<file path="src/rtl/unsigned_16by8_div_seq_pkg.sv">
// Shared definitions for the sequential 2W-by-W unsigned divider.
package unsigned_16by8_div_seq_pkg;

    localparam int DEF_W = 8;

    typedef enum logic [1:0] {
        IDLE = 2'd0,
        BUSY = 2'd1,
        DONE = 2'd2
    } div_state_e;

endpackage

</file>
<file path="src/rtl/unsigned_16by8_div_seq_if.sv">
// Request/response handshake bundle between a divider client and the divider.
interface unsigned_16by8_div_seq_if #(parameter int W = 8);
    logic           in_valid;
    logic           in_ready;
    logic [2*W-1:0] dividend;
    logic [W-1:0]   divisor;
    logic           out_valid;
    logic           out_ready;
    logic [W-1:0]   quotient;
    logic [W-1:0]   remainder;
    logic           div_by_zero;
    logic           overflow;

    modport master (
        output in_valid, dividend, divisor, out_ready,
        input  in_ready, out_valid, quotient, remainder, div_by_zero, overflow
    );

    modport slave (
        input  in_valid, dividend, divisor, out_ready,
        output in_ready, out_valid, quotient, remainder, div_by_zero, overflow
    );
endinterface

</file>
<file path="src/rtl/unsigned_16by8_div_seq_udiv_step.sv">
// One restoring-division step: shift in a dividend bit, compare, conditionally subtract.
module udiv_step
    import unsigned_16by8_div_seq_pkg::*;
#(
    parameter int W = DEF_W
) (
    input  logic [W-1:0] rem_in,
    input  logic         bit_in,
    input  logic [W-1:0] divisor,
    output logic [W-1:0] rem_out,
    output logic         q_bit
);

    logic [W:0] t;
    logic [W:0] diff;

    // rem_in < divisor keeps t below 2*divisor, so the kept result always fits in W bits
    always_comb begin
        t       = {rem_in, bit_in};
        diff    = t - {1'b0, divisor};
        q_bit   = (t >= {1'b0, divisor});
        rem_out = q_bit ? diff[W-1:0] : t[W-1:0];
    end

endmodule

</file>
<file path="src/rtl/unsigned_16by8_div_seq.sv">
// Sequential 2W-by-W unsigned restoring divider, one quotient bit per cycle.
module unsigned_16by8_div_seq
    import unsigned_16by8_div_seq_pkg::*;
#(
    parameter int W = DEF_W
) (
    input logic                     clk,
    input logic                     rst,
    unsigned_16by8_div_seq_if.slave bus
);

    localparam int CW = $clog2(W + 1);

    div_state_e    state;
    logic [W-1:0]  rem_r;
    logic [W-1:0]  lo_r;
    logic [W-1:0]  div_r;
    logic [W-1:0]  q_r;
    logic [CW-1:0] cnt;

    logic [W-1:0]  hi;
    logic [W-1:0]  step_rem;
    logic          step_q;
    logic [W-1:0]  q_next;

    assign hi     = bus.dividend[2*W-1:W];
    assign q_next = {q_r[W-2:0], step_q};

    udiv_step #(.W(W)) u_step (
        .rem_in  (rem_r),
        .bit_in  (lo_r[W-1]),
        .divisor (div_r),
        .rem_out (step_rem),
        .q_bit   (step_q)
    );

    always_ff @(posedge clk or posedge rst) begin
        if (rst) begin
            state           <= IDLE;
            rem_r           <= '0;
            lo_r            <= '0;
            div_r           <= '0;
            q_r             <= '0;
            cnt             <= '0;
            bus.in_ready    <= 1'b1;
            bus.out_valid   <= 1'b0;
            bus.quotient    <= '0;
            bus.remainder   <= '0;
            bus.div_by_zero <= 1'b0;
            bus.overflow    <= 1'b0;
        end else begin
            case (state)
                IDLE: begin
                    if (bus.in_valid) begin
                        bus.in_ready <= 1'b0;
                        if (bus.divisor == '0) begin
                            bus.quotient    <= '1;
                            bus.remainder   <= bus.dividend[W-1:0];
                            bus.div_by_zero <= 1'b1;
                            bus.overflow    <= 1'b0;
                            bus.out_valid   <= 1'b1;
                            state           <= DONE;
                        end else if (hi >= bus.divisor) begin
                            // quotient would need more than W bits
                            bus.quotient    <= '1;
                            bus.remainder   <= '0;
                            bus.div_by_zero <= 1'b0;
                            bus.overflow    <= 1'b1;
                            bus.out_valid   <= 1'b1;
                            state           <= DONE;
                        end else begin
                            rem_r <= hi;
                            lo_r  <= bus.dividend[W-1:0];
                            div_r <= bus.divisor;
                            q_r   <= '0;
                            cnt   <= '0;
                            state <= BUSY;
                        end
                    end
                end
                BUSY: begin
                    rem_r <= step_rem;
                    lo_r  <= {lo_r[W-2:0], 1'b0};
                    q_r   <= q_next;
                    cnt   <= cnt + CW'(1);
                    // last step publishes straight from the step outputs
                    if (cnt == CW'(W - 1)) begin
                        bus.quotient    <= q_next;
                        bus.remainder   <= step_rem;
                        bus.div_by_zero <= 1'b0;
                        bus.overflow    <= 1'b0;
                        bus.out_valid   <= 1'b1;
                        state           <= DONE;
                    end
                end
                DONE: begin
                    if (bus.out_ready) begin
                        bus.out_valid <= 1'b0;
                        bus.in_ready  <= 1'b1;
                        state         <= IDLE;
                    end
                end
                default: state <= IDLE;
            endcase
        end
    end

endmodule

</file>
<file path="src/flat_wrapper.sv">
// flat-port wrapper written by rule: the top's interface ports become plain ports
module unsigned_16by8_div_seq_flat import unsigned_16by8_div_seq_pkg::*;
#(
    parameter int W = DEF_W
)
  (clk, rst, bus_in_valid, bus_dividend, bus_divisor, bus_out_ready, bus_in_ready, bus_out_valid, bus_quotient, bus_remainder, bus_div_by_zero, bus_overflow);
  unsigned_16by8_div_seq_if #(.W(W)) bus_i ();
  input logic clk;
  input logic rst;
  input wire logic [$bits(bus_i.in_valid)-1:0] bus_in_valid;
  input wire logic [$bits(bus_i.dividend)-1:0] bus_dividend;
  input wire logic [$bits(bus_i.divisor)-1:0] bus_divisor;
  input wire logic [$bits(bus_i.out_ready)-1:0] bus_out_ready;
  output wire logic [$bits(bus_i.in_ready)-1:0] bus_in_ready;
  output wire logic [$bits(bus_i.out_valid)-1:0] bus_out_valid;
  output wire logic [$bits(bus_i.quotient)-1:0] bus_quotient;
  output wire logic [$bits(bus_i.remainder)-1:0] bus_remainder;
  output wire logic [$bits(bus_i.div_by_zero)-1:0] bus_div_by_zero;
  output wire logic [$bits(bus_i.overflow)-1:0] bus_overflow;
  assign bus_i.in_valid = bus_in_valid;
  assign bus_i.dividend = bus_dividend;
  assign bus_i.divisor = bus_divisor;
  assign bus_i.out_ready = bus_out_ready;
  assign bus_in_ready = bus_i.in_ready;
  assign bus_out_valid = bus_i.out_valid;
  assign bus_quotient = bus_i.quotient;
  assign bus_remainder = bus_i.remainder;
  assign bus_div_by_zero = bus_i.div_by_zero;
  assign bus_overflow = bus_i.overflow;
  unsigned_16by8_div_seq #(.W(W)) u_core (.clk(clk), .rst(rst), .bus(bus_i));
endmodule
</file>
<file path="config.mk">
export PLATFORM = sky130hd
export DESIGN_NAME = unsigned_16by8_div_seq_flat
export DESIGN_NICKNAME = d
export VERILOG_FILES = /design/src/rtl/unsigned_16by8_div_seq_pkg.sv /design/src/rtl/unsigned_16by8_div_seq_if.sv /design/src/rtl/unsigned_16by8_div_seq_udiv_step.sv /design/src/rtl/unsigned_16by8_div_seq.sv /design/src/flat_wrapper.sv
export SDC_FILE = /design/constraint.sdc
export NUM_CORES = 1
export LEC_CHECK = 0
export CAP_MARGIN = 5
export CORE_MARGIN = 8
export CORE_UTILIZATION = 45
export DETAILED_ROUTE_END_ITERATION = 10
export HOLD_SLACK_MARGIN = 0.03
export PLACE_DENSITY_LB_ADDON = 0.1
export RECOVER_POWER = 100
export SETUP_SLACK_MARGIN = 0.02
export SLEW_MARGIN = 20
export SYNTH_ARGS = -nofsm -noshare
export SYNTH_HDL_FRONTEND = slang
export SYNTH_SLANG_ARGS = --single-unit
</file>
<file path="constraint.sdc">
create_clock -name clk -period 2.23 [get_ports clk]
set_input_delay 0.446 -clock clk [delete_from_list [all_inputs] [get_ports clk]]
set_output_delay 0.446 -clock clk [all_outputs]
set_load 0.02 [all_outputs]
</file>
==> impl_results.md <==
* CP Class: flip-flop to flip-flop
* Warnings, synthesis at 0
* Asr flop ratio synth at 1.00
* Die width at 100 um
* Top cells by area, synth: dfrtp_1 44%, ha_1 6.7%, nand2_1 6.1%, o21ai_0 5.8%, a21oi_1 3.6%
* Slew @ Worst Pin at 798 ps
* Post-synth top cells: 56 x dfrtp_1, 52 x nand2_1, 37 x o21ai_0, 30 x nor2_1, 25 x inv_1
* Routed WL at 8870 um
* CTS Buffer Depth at 2
* Final worst-path cycle share at 0.986
* Residual DRC at 0
* TNS Setup at 0 ps
* Yosys top cell area share at 0.440
* Port Buffers at 47
* Largest net degree at the start of global routing at 38
* Drt wl/cell at 16.4 um
* Num CTS Buffers at 9
* Vias in the first global route at 2958
* Avg Synthesized Cell Area at 9.34 um^2
* Core Box Area at 6830 um^2
* Lkg Pwr at 1.95 nW
* # rows at 30
* Final nets at 486
* FMAX at 455 MHz
* Register-to-Register Path Depth at 8
* Vias per cell at 5.27
* Synth Cell Area at 3180 um^2
* CTS H-tree lvls at 3
* Fillers at 582
* Routability Congestion at 0.834
* Tmin final at 2200 ps
* Post-DP HPWL at 6350 um
* Met3 WL at 514 um
* Clock sink count at 57
* Outcome: finished clean
* Register area share after synthesis at 0.448
* Clock slew at reported path FFs at 70 ps
* Most frequent cell after synthesis: dfrtp_1
* Register bit total from synthesis at 57
* Clock latency on the worst-skew pair at 350 ps
* CTS Hold Bufs at 0
* Prevailing post-synth register cell: dfrtp_1
* RSZ-0062 raised after global routing: yes
* Io pins at 48
* ANT cells at 0
* Max FO, Critical Path at 2
* Met1 WL at 4160 um
* Total GRT Usage at 0.190
* Number of enable flip-flop cells after synthesis at 0
* First-pass GRT wire length at 15000 um
* Hold path depth at 3
* # Max-Cap Violations at 0
* Cell taking the most area after synthesis: dfrtp_1
* Max-slew violations at 0
* Worst vdd ir at 0.682 mV
* Share of cells above drive strength 1 at 0.294
* Data required time of the critical path at 2460 ps
* 1st-iter DRT viols at 199
* Grt ovf at 0
* DR WL met2 at 4040 um
* Slew margin rel. at 0.467
* Vias at 2849
* CP Capture Type: flip-flop
* Post-Syn Instances at 341
* Post-synthesis cell type count at 49
* Initial Utilization at 0.466
* Non-filler instance count after layout at 541
* Fin. Hold Viols at 0
* Pre-Repair DR Iteration Count at 4
* Initial antenna violation count at 0
* Pwr/cell area at 1550 nW/um^2
* ANT nets after route at 0
* Syn nets at 387
* Post-Place Cells at 511
* CTS tree: yes
* Area Growth Syn to Fin at 41.1%
* WP data arrival at 2430 ps
* Die Ht at 100 um
* Die area at 10000 um^2
* Worst Hold Class: input port to flip-flop
* Clock skew at 11.9 ps
* Crit path launch type: flip-flop
* Top routing layer in use: met4
* CTS root buf: clkbuf_8
* Finish-stage setup viols at 0
-- area by class of cell --
type,count,area (um^2),share of cell area
multi-input combinational,243,1770,0.393
sequential,57,1430,0.318
timing repair buffer,103,875,0.195
clock buffer,10,138,0.0306
tap,96,120,0.0267
inverter,26,97.6,0.0217
clock inverter,6,67.6,0.0150
-- power by group --
part | leakage [nW] | internal, mW | switching (mW)
clock | 0.0985 | 0.547 | 0.459
sequential | 0.687 | 1.53 | 0.311
combinational | 1.16 | 1.91 | 2.18
total | 1.95 | 3.99 | 2.95
-- worst max-delay path, stage by stage (launching register included) --
cell	delay, ps
dfrtp_1	430
ha_4	190
fa_2	390
nor2b_2	140
o211ai_1	150
a21oi_2	200
o21ai_1	80
a31o_2	250
a221o_1	250
-- final timing paths --
check	start	to	slack, ps
worst max register to register	u_core.div_r[0]$_DFFE_PP0P_	u_core.rem_r[6]$_DFFE_PP0P_	30
worst min-delay path	bus_divisor[6]	u_core.div_r[6]$_DFFE_PP0P_	360
min in group asynchronous	rst	u_core.q_r[4]$_DFFE_PP0P_	690
worst min register to register	u_core.lo_r[6]$_DFFE_PP0P_	u_core.lo_r[7]$_DFFE_PP0P_	500
worst max-delay path	u_core.div_r[0]$_DFFE_PP0P_	u_core.rem_r[6]$_DFFE_PP0P_	30
max in group asynchronous	rst	u_core.div_r[1]$_DFFE_PP0P_	430
-- layout by cell type (no fill, tap or decap), drive strengths merged, types with 17 or more instances in the layout --
| master | count |
|---|---|
| clkbuf | 23 |
| buf | 47 |
| dfrtp | 56 |
| nor2 | 31 |
| a21oi | 27 |
| nand2 | 52 |
| o21ai | 38 |
| dlygate4sd3 | 22 |
| ha | 17 |
| inv | 25 |
-- state kept, by name, summed over array words and instances (netlist names) --
| signal | flops |
|---|---|
| u_core.lo_r | 8 |
| u_core.state | 2 |
| u_core.bus.overflow | 1 |
| u_core.rem_r | 8 |
| u_core.bus.in_ready | 1 |
| u_core.q_r | 7 |
| u_core.bus.out_valid | 1 |
| u_core.div_r | 8 |
| u_core.cnt | 4 |
| u_core.bus.div_by_zero | 1 |
| u_core.bus.remainder | 8 |
| u_core.bus.quotient | 8 |
-- cells by family after synthesis --
kind of cell	count (synthesis)	share of synthesized area
AND/OR/NAND/NOR	111	0.155
buffers and inverters	41	0.0589
AO/OA/AOI/OAI	99	0.217
adder cells (fa/ha/maj)	18	0.0731
XOR/XNOR	2	0.00550
flip-flops	57	0.448
multiplexers	13	0.0424
-- per-stage QoR --
stage	power (mW)	worst slack, ps	instance area (um^2)	utilization	hold slack (ps)
floorplan	4.26	-17.5	3220	-	449
global route	7.49	-35.6	4490	0.658	368
global placement	5.56	-571	4070	0.595	477
CTS	6.89	21.6	4510	0.660	435
detailed placement	5.63	-580	4070	0.595	482
finish	6.94	31.5	4490	0.658	364
-- layer usage --
metal	global-route usage	vias up
met5	0	-
met3	0.0498	15
met1	0.256	1363
met2	0.282	80
li1	-	1391
met4	0.0779	0
-- repair_timing --
action	in CTS	in global routing
endpoints found under the hold margin	0	0
buffers inserted	6	6
endpoints found under the setup margin	55	40
pin swaps	18	12
cloned	2	0
gates resized for setup	56	23
Power figures use the tool's default switching activity.
